===== src/rtl/seg7_scan_ctrl_if.sv =====
// seg7_scan_ctrl_if
// Load channel between user logic and the seven-segment scan controller.
// Handshake: a transfer happens on a rising clk edge where load_valid and
// load_ready are both 1. The source raises load_valid with load_data and
// load_dp and holds all three stable until that edge. load_ready may drop
// while a load is offered. A source that is not offering keeps load_valid
// at 0.
//   load_valid : source -> sink, new display contents offered
//   load_ready : sink -> source, controller can accept a load
//   load_data  : source -> sink, four hex nibbles, [3:0] is digit 0 (rightmost)
//   load_dp    : source -> sink, decimal point per digit, 1 = lit
interface seg7_scan_ctrl_if;
    logic        load_valid;
    logic        load_ready;
    logic [15:0] load_data;
    logic [3:0]  load_dp;

    modport master (
        output load_valid,
        output load_data,
        output load_dp,
        input  load_ready
    );

    modport slave (
        input  load_valid,
        input  load_data,
        input  load_dp,
        output load_ready
    );
endinterface


===== src/rtl/seg7_scan_ctrl.sv =====
// seg7_scan_ctrl
// Scan controller for a 4-digit multiplexed seven-segment display. The
// controller holds four hex digits and their decimal points. It drives the
// digits one at a time. Each slot starts with a blanking gap, which stops
// ghosting between digits. A new load is staged in a pending register. The
// pending value is copied to the active register only where digit 3 wraps
// back to digit 0, so each frame shows one consistent value.
// Ports:
//   clk         : system clock
//   rst         : asynchronous active-high reset
//   load        : load channel (slave side), valid/ready handshake
//   blank_en    : 1 = force the display dark (registered, 1 cycle latency)
//   io_sel      : digit enables, active-low, bit k = digit k
//   io_seg      : segments, active-low, [6:0] = g..a, [7] = dp
//   dbg_state_o : current scan state (0 = blank gap, 1 = drive)
module seg7_scan_ctrl #(
    parameter int DIV   = 100000,  // cycles per digit slot, >= 2
    parameter int BLANK = 1000     // dark cycles at slot start, 1..DIV-1
) (
    input  logic              clk,
    input  logic              rst,
    seg7_scan_ctrl_if.slave   load,
    input  logic              blank_en,
    output logic [3:0]        io_sel,
    output logic [7:0]        io_seg,
    output logic              dbg_state_o
);

    localparam int CW = (DIV > 1) ? $clog2(DIV) : 1;

    typedef enum logic {
        S_BLANK = 1'b0,
        S_DRIVE = 1'b1
    } state_t;

    state_t      state_q, state_d;
    logic [CW-1:0] cnt_q, cnt_d;
    logic [1:0]  idx_q, idx_d;
    logic [15:0] act_data_q, act_data_d;
    logic [3:0]  act_dp_q, act_dp_d;
    logic [15:0] pend_data_q, pend_data_d;
    logic [3:0]  pend_dp_q, pend_dp_d;
    logic        pend_full_q, pend_full_d;
    logic [3:0]  sel_q, sel_d;
    logic [7:0]  seg_q, seg_d;

    logic        accept;
    logic        slot_end;
    logic        wrap;
    logic [3:0]  nib;

    // Active-high g..a pattern for a full hex digit
    function automatic logic [6:0] hex7(input logic [3:0] n);
        logic [6:0] s;
        case (n)
            4'h0: s = 7'h3F;
            4'h1: s = 7'h06;
            4'h2: s = 7'h5B;
            4'h3: s = 7'h4F;
            4'h4: s = 7'h66;
            4'h5: s = 7'h6D;
            4'h6: s = 7'h7D;
            4'h7: s = 7'h07;
            4'h8: s = 7'h7F;
            4'h9: s = 7'h6F;
            4'hA: s = 7'h77;
            4'hB: s = 7'h7C;
            4'hC: s = 7'h39;
            4'hD: s = 7'h5E;
            4'hE: s = 7'h79;
            default: s = 7'h71;
        endcase
        return s;
    endfunction

    assign accept   = load.load_valid & ~pend_full_q;
    assign slot_end = (state_q == S_DRIVE) && (cnt_q == CW'(DIV - 1));
    assign wrap     = slot_end && (idx_q == 2'd3);

    // Scan sequencing
    always_comb begin
        state_d = state_q;
        cnt_d   = cnt_q + CW'(1);
        idx_d   = idx_q;
        case (state_q)
            S_BLANK: begin
                if (cnt_q == CW'(BLANK - 1)) begin
                    state_d = S_DRIVE;
                end
            end
            S_DRIVE: begin
                if (slot_end) begin
                    state_d = S_BLANK;
                    cnt_d   = '0;
                    idx_d   = idx_q + 2'd1;
                end
            end
            default: begin
                state_d = S_BLANK;
                cnt_d   = '0;
            end
        endcase
    end

    // Pending/active staging. A load accepted on the wrap edge has
    // pend_full_q == 0 on that edge, so it is held over to the next wrap.
    always_comb begin
        act_data_d  = act_data_q;
        act_dp_d    = act_dp_q;
        pend_data_d = pend_data_q;
        pend_dp_d   = pend_dp_q;
        pend_full_d = pend_full_q;
        if (wrap && pend_full_q) begin
            act_data_d  = pend_data_q;
            act_dp_d    = pend_dp_q;
            pend_full_d = 1'b0;
        end
        if (accept) begin
            pend_data_d = load.load_data;
            pend_dp_d   = load.load_dp;
            pend_full_d = 1'b1;
        end
    end

    // Outputs are computed from the next state, so the edge that enters a
    // slot also drives that slot's pattern. The active value only changes at
    // a wrap. The wrap edge enters S_BLANK, so the current active value is
    // the one shown.
    always_comb begin
        nib   = act_data_q[{idx_d, 2'b00} +: 4];
        sel_d = 4'hF;
        seg_d = 8'hFF;
        if ((state_d == S_DRIVE) && !blank_en) begin
            sel_d = ~(4'b0001 << idx_d);
            seg_d = ~{act_dp_q[idx_d], hex7(nib)};
        end
    end

    always_ff @(posedge clk or posedge rst) begin
        if (rst) begin
            state_q     <= S_BLANK;
            cnt_q       <= '0;
            idx_q       <= 2'd0;
            act_data_q  <= 16'h0000;
            act_dp_q    <= 4'h0;
            pend_data_q <= 16'h0000;
            pend_dp_q   <= 4'h0;
            pend_full_q <= 1'b0;
            sel_q       <= 4'hF;
            seg_q       <= 8'hFF;
        end else begin
            state_q     <= state_d;
            cnt_q       <= cnt_d;
            idx_q       <= idx_d;
            act_data_q  <= act_data_d;
            act_dp_q    <= act_dp_d;
            pend_data_q <= pend_data_d;
            pend_dp_q   <= pend_dp_d;
            pend_full_q <= pend_full_d;
            sel_q       <= sel_d;
            seg_q       <= seg_d;
        end
    end

    assign load.load_ready = ~pend_full_q;
    assign io_sel          = sel_q;
    assign io_seg          = seg_q;
    assign dbg_state_o     = state_q;

endmodule


===== src/flat_wrapper.sv =====
// flat-port wrapper written by rule: the top's interface ports become plain ports
module seg7_scan_ctrl_flat 
#(
    parameter int DIV   = 100000,                                
    parameter int BLANK = 1000                                           
)
  (clk, rst, blank_en, io_sel, io_seg, dbg_state_o, load_load_valid, load_load_data, load_load_dp, load_load_ready);
  seg7_scan_ctrl_if load_i ();
  input  logic clk;
  input  logic rst;
  input  logic blank_en;
  output logic [3:0] io_sel;
  output logic [7:0] io_seg;
  output logic dbg_state_o;
  input wire logic [$bits(load_i.load_valid)-1:0] load_load_valid;
  input wire logic [$bits(load_i.load_data)-1:0] load_load_data;
  input wire logic [$bits(load_i.load_dp)-1:0] load_load_dp;
  output wire logic [$bits(load_i.load_ready)-1:0] load_load_ready;
  assign load_i.load_valid = load_load_valid;
  assign load_i.load_data = load_load_data;
  assign load_i.load_dp = load_load_dp;
  assign load_load_ready = load_i.load_ready;
  seg7_scan_ctrl #(.DIV(DIV), .BLANK(BLANK)) u_core (.clk(clk), .rst(rst), .load(load_i), .blank_en(blank_en), .io_sel(io_sel), .io_seg(io_seg), .dbg_state_o(dbg_state_o));
endmodule

===== config.mk =====
export PLATFORM = sky130hd
export DESIGN_NAME = seg7_scan_ctrl_flat
export DESIGN_NICKNAME = d
export VERILOG_FILES = /design/src/rtl/seg7_scan_ctrl_if.sv /design/src/rtl/seg7_scan_ctrl.sv /design/src/flat_wrapper.sv
export SDC_FILE = /design/constraint.sdc
export NUM_CORES = 1
export LEC_CHECK = 0
export CORE_AREA = 2 2 63 110
export DETAILED_ROUTE_END_ITERATION = 12
export DIE_AREA = 0 0 65 112
export GPL_TIMING_DRIVEN = 0
export PLACE_DENSITY = 0.76
export SYNTH_ARGS = -nofsm -noshare
export SYNTH_HDL_FRONTEND = slang
export SYNTH_SLANG_ARGS = --single-unit

===== constraint.sdc =====
create_clock -name clk -period 8.9 [get_ports clk]
set_clock_uncertainty 0.05 [all_clocks]
set_input_delay 1.78 -clock clk [delete_from_list [all_inputs] [get_ports clk]]
set_output_delay 1.78 -clock clk [all_outputs]
set_load 0.05 [all_outputs]

Word level (Yosys, flattened, before mapping) --
Memory sizes are Yosys's and may differ from the RTL's. Index checks and enable logic that the tools add are counted.
Word-level totals: bits in registers 73, memory bits (read-only) 112, input port bits 24, output and inout port bits 14, word-level logic and storage cells 44, memories 1
Cells by class: $add $sub $neg 2, $lt $le $gt $ge 1, equal/unequal tests 3, shift-type cells 2, muxes and demuxes 14, bitwise gates (word level) 5, reduce and logical (&&, ||, !) cells 6
Memories:
- (no name shown) | depth 16, bits a word 7, read ports 1, clocked after memory_dff 0, wr ports 0, line seg7_scan_ctrl.sv:55 | case (n)
Operator list (number):
- two-way mux 17 bit | 2
- adder 17 x 1 -> 17 bit (second input constant) | 1
- equality test 17 x 10 -> 1 bit (second input constant) | 1
- equality test 17 bit (second input constant) | 1
- indexed part select 16 x 5 -> 4 bit | 1
- two-way mux 8 bit | 1
- NOT 8 bit | 1
- two-way mux 7 bit | 1
- two-way mux 1 bit | 5
- logical AND 1 bit | 4
- two-way mux 2 bit | 2
- two-way mux 4 bit | 1
- NOT 4 bit | 1
- left shift 1 x 2 -> 4 bit (first input constant) | 1
- < comparator 2 x 3 -> 1 bit (second input constant) | 1
- adder 2 x 1 -> 2 bit (second input constant) | 1
- binary-select mux 1 bit (select 2 bit) | 1
- equality test 2 bit (second input constant) | 1
- NOT 1 bit | 2
- one-hot mux 1 bit (2 select lines) | 1
- nonzero test 2 bit | 1
- AND 1 bit | 1
- logical NOT 1 bit | 1

Longest topological paths before layout --
An unclocked memory read counts as a cell.
word-level depth 9, mapped depth 11, mapped depth without buffers 11

Least setup slack after synthesis --
No wires, ideal clock.
path kind register to register, start point reg u_core.cnt_q[12], end point reg u_core.seg_q[2], in the netlist u_core.io_seg[2], library setup time 0.098 ns, data arrival time 2.763 ns, data required time 8.752 ns, slack 5.989 ns, cell stages (with the launch flop) 9, path buffers 0, clock period less this slack 2.911 ns, cell sequence dfrtp_1 -> or4_4 -> nor4_4 -> nand3_2 -> mux2_4 -> o221ai_2 -> inv_1 -> ha_1 -> o311ai_1
Between the ends: cells in the longest elaborated chain, start to end 9, elaborated cells on any way between the ends 14, those cells by class eq/ne: 2; shift: 1; mux: 7; bitwise: 1; reduce/logical: 2; memory: 1
Ends and longest elaborated chain:
- start, declared | line seg7_scan_ctrl.sv:37 | logic [CW-1:0] cnt_q, cnt_d;
- start signal, assigned | line seg7_scan_ctrl.sv:153 | cnt_q <= cnt_d;
- equality test 17 bit | line seg7_scan_ctrl.sv:77 | assign slot_end = (state_q == S_DRIVE) && (cnt_q == CW'(DIV - 1));
- logical AND 1 bit | line seg7_scan_ctrl.sv:77
- two-way mux 2 bit | line seg7_scan_ctrl.sv:92 | if (slot_end) begin
- two-way mux 2 bit | line seg7_scan_ctrl.sv:85 | case (state_q)
- indexed part select 16 x 5 -> 4 bit | line seg7_scan_ctrl.sv:130 | nib = act_data_q[{idx_d, 2'b00} +: 4];
- memory (16 x 7 bit)
- two-way mux 7 bit | line seg7_scan_ctrl.sv:133 | if ((state_d == S_DRIVE) && !blank_en) begin
- NOT 8 bit | line seg7_scan_ctrl.sv:135 | seg_d = ~{act_dp_q[idx_d], hex7(nib)};
- two-way mux 8 bit (*) | line seg7_scan_ctrl.sv:133
- named net u_core.seg_d[2] | line seg7_scan_ctrl.sv:45 | logic [7:0] seg_q, seg_d;
- end signal, assigned | line seg7_scan_ctrl.sv:161 | seg_q <= seg_d;
- end, declared | line seg7_scan_ctrl.sv:45
The timed path passes the listed nets; every way through them passes the cells marked *. The select of a mux whose other input is x is not followed. A chain may end at the register's enable or synchronous reset.

Worst setup path in the final report --
start point reg u_core.state_q, in the netlist u_core.dbg_state_o, end point out dbg_state_o
RTL lines:
- start, declared | line seg7_scan_ctrl.sv:36 | state_t state_q, state_d;
- start signal, assigned | line seg7_scan_ctrl.sv:152 | state_q <= state_d;
- end, declared | line flat_wrapper.sv:14 | output logic dbg_state_o;
No word-level cell between the ends.

==> metrics list <==
- In this run the worst hold path is classified as reg -> reg.
- The routed design could run at a clock period as short as 3.53 ns.
- Relative contribution of sequential cells to total power: 0.483
* Post-DR vias/cell: 5.51
* DIE AREA: 7280 µm²
- For this configuration, the core starts out at a cell density of 0.534.
- In the layout the commonest cells are sky130_fd_sc_hd__dfrtp_1 (61), sky130_fd_sc_hd__mux2_2 (38), sky130_fd_sc_hd__clkdlybuf4s50_1 (37).
* Syn. warnings: 0
- The number of antenna violations at the first check in global routing came to 0.
* Highest cell delay on the worst timing path: 0.86 ns
* Cts bufs inserted: 9
- Post-layout nets: 362
- For the pin with the worst max-slew slack, the measured transition is 0.861 ns.
* RePlAce Congestion: 0.849
* Lkg Pwr: 1.85 nW
* Maximum number of pins on one net before global-route repair: 74
- Layout cell share with drive strength beyond 1: 0.235
- Of the post-synthesis cell area, the dominant cell type holds 0.447.
* Number of distinct library cells after synthesis: 47
- Maximum vdd ir drop: 147 µV
- Counting flops with an async set or reset pin after synthesis yields a share of 1.00.
- The floorplan has 39 rows.
- The via count of the first global-routing pass is 2,385.
- The most used flip-flop cell after synthesis is sky130_fd_sc_hd__dfrtp_1.
- Pre-CTS worst setup slack: 5.43 ns
- Total internal power: 0.581 mW
- Post-CTS clock slew at the launch and capture registers of the worst setup and hold paths: 0.05 ns
- Post-route worst setup slack: 5.37 ns
- Vertical extent of the die: 112 µm
- Of the total power, combinational logic draws 0.038.
- Total of max-cap violations: 0
* Fraction of power spent switching nets: 0.199
* Overall die width: 65 µm
* Chain of cells forming the critical path: clkdlybuf4s50_1
- Post-cts resize count: 0
* Critical Path Fanout Max: 8
- Total length of routed wires: 6230 µm
- The setup path with the least slack is of type reg -> out.
* Synth-to-layout area growth: 22.6%
* Worst EP arrival: 1.70 ns
- Once layout is complete, the cells apart from fillers number 418.
- Commonest non-fill, non-tap cell in the layout: sky130_fd_sc_hd__dfrtp_1
- Sink count of the clock tree: 73
- Outcome: completed
- The region available for standard cell placement spans 6390 µm².
- After legalization and detailed placement, the total HPWL measured 4500 µm.
- At the end of the flow the core is filled with cells to 0.654.
- Number of design-rule violations left by the first detailed-router iteration: 69
- Detailed-route via count: 2,303
- Clk Latency, worst-skew pair: 0.34 ns
* Total I/O pin count: 38
* Post-CTS setup buffer count: 0
- The H-tree generated during clock tree synthesis spans 3 levels.
* Ant diodes: 0
- Cells after synthesis: 283
* Register area share after synthesis: 0.540
- Final antenna-violating net count: 0
* First-pass GRT wire length: 10,800 µm
- Placed cells: 402
- Post-synth EDFFs: 0
- Slowest stage cell on the critical path: sky130_fd_sc_hd__clkdlybuf4s50_1
* Root buffer cell: sky130_fd_sc_hd__clkbuf_16
- Top cells by area, synth: sky130_fd_sc_hd__dfrtp_1 (45%), sky130_fd_sc_hd__mux2_2 (13%), sky130_fd_sc_hd__dfstp_2 (9.2%)
- Finish-stage setup viols: 0
* Kind of end point of the critical path: primary output
* Tot Pwr: 0.725 mW
* Count of fill cells added during filler insertion: 475
* Cts-stage hold buffer count: 0
* Clock power share: 0.479
* Hold Vio Cnt, Final: 0
* Yosys reg bits: 73
- All-Layer GR Usage: 0.198
* Detailed Routing Iterations Pass 1: 4
- Total power divided by cell area: 173 nW/µm²
- Fin crit share: 0.397
- Global routing finished with a remaining overflow of 0.
- The max-slew violation count is 0.
- Wire length per cell: 14.9 µm
- Top achievable clock speed: 0.283 GHz
- For the final routed database, the setup TNS stands at 0 ns.
* Count of unresolved DRC violations after routing: 0
- Crit path max-delay family: buffers and inverters
- In this run the tool buffered the top-level ports with 37 buffer cells.
- Startpoint type of the worst setup path: flop
- Headroom to the max-slew limit came out at 0.426.
- Buffer depth of the longest clock path: 2
- WP buf/inv: 1
- sky130_fd_sc_hd__dfrtp_1 takes more of the synthesized area than any other cell.
* Cell Area, Synth: 3410 µm²
- At the worst endpoint, the required time is 7.07 ns.
- Avg Cell Area, Syn: 12.1 µm²
* Setup repair after global routing missed its margin: false
- When the netlist entered floorplanning its net count stood at 314.
- Net Sw Power: 0.144 mW
- CTS tree: yes
[area by class of cell]
cell class / instances / area [µm²] / share of cell area
Multi-Input combinational cell: 189 / 1480 / 0.353
Clock buffer: 15 / 288 / 0.0688
Sequential cell: 73 / 1840 / 0.440
Inverter: 9 / 36.3 / 0.00867
Tap cell: 82 / 103 / 0.0245
Timing Repair Buffer: 37 / 370 / 0.0885
Clock inverter: 1 / 7.51 / 0.00179
Buffer: 12 / 61.3 / 0.0147
[cell usage after synthesis, types with 4 or more instances]
library cell and instances:
sky130_fd_sc_hd__xnor2_1 9, sky130_fd_sc_hd__nor3_1 11, sky130_fd_sc_hd__a2111oi_0 4, sky130_fd_sc_hd__clkbuf_1 6
sky130_fd_sc_hd__dfstp_2 12, sky130_fd_sc_hd__inv_1 9, sky130_fd_sc_hd__mux2_2 38, sky130_fd_sc_hd__nor2_1 23
sky130_fd_sc_hd__dfrtp_1 61, sky130_fd_sc_hd__ha_1 7, sky130_fd_sc_hd__xor2_1 7, sky130_fd_sc_hd__o211a_1 4
sky130_fd_sc_hd__nand2_1 19, sky130_fd_sc_hd__a21oi_1 7, sky130_fd_sc_hd__o211ai_1 4, sky130_fd_sc_hd__nand3_1 15
[path summary, 6_finish.rpt]
check / start / to / slack, ns / cells after the start
worst max-delay path: u_core.dbg_state_o / dbg_state_o / 5.37 / 1
worst min-delay path: u_core.cnt_q[0] / u_core.cnt_q[0] / 0.42 / 1
worst max register to register: u_core.cnt_q[0] / u_core.io_seg[3] / 5.60 / 10
worst min register to register: u_core.cnt_q[0] / u_core.cnt_q[0] / 0.42 / 1
max in group asynchronous: rst / u_core.pend_full_q / 6.31 / 2
min in group asynchronous: rst / u_core.pend_data_q[12] / 1.92 / 2
[per-stage QoR]
stage	hold slack, ns	cell area, µm²
final	0.420	4180
after detailed placement	0.418	3890
after global routing	0.445	4180
after CTS	0.424	4180
after global placement	0.395	3880
after floorplan	0.383	3410
[per-layer routing]
layer  up-vias  wire, µm  GRT usage
met5         -         0          0
met4         0       229      0.122
met3        16       228     0.0596
met2        56      3290      0.322
met1      1127      2480      0.225
li1       1104         -          -
[logic make-up after synthesis]
family / synth area share
AND/OR/NAND/NOR: 0.135
flip-flops: 0.540
multiplexers: 0.144
AO/OA/AOI/OAI: 0.0873
buffers and inverters: 0.0279
XOR/XNOR: 0.0411
adder cells (fa/ha/maj): 0.0257
[flip-flops by register name, indices dropped and copies added (netlist names)]
register            flops
u_core.cnt_q           17
u_core.act_data_q      16
u_core.pend_data_q     16
u_core.io_seg           8
u_core.act_dp_q         4
u_core.io_sel           4
u_core.pend_dp_q        4
u_core.idx_q            2
u_core.dbg_state_o      1
u_core.pend_full_q      1
[power by group through the flow]
stage          combinational (mW)  sequential, mW  clock [mW]
2_1_floorplan              0.0152           0.353           0
3_3_place_gp               0.0269           0.356           0
3_5_place_dp               0.0282           0.356           0
4_1_cts                    0.0283           0.350       0.353
5_1_grt                    0.0311           0.352       0.372
6_report                   0.0273           0.350       0.347
(Power assumes the default switching activity.)
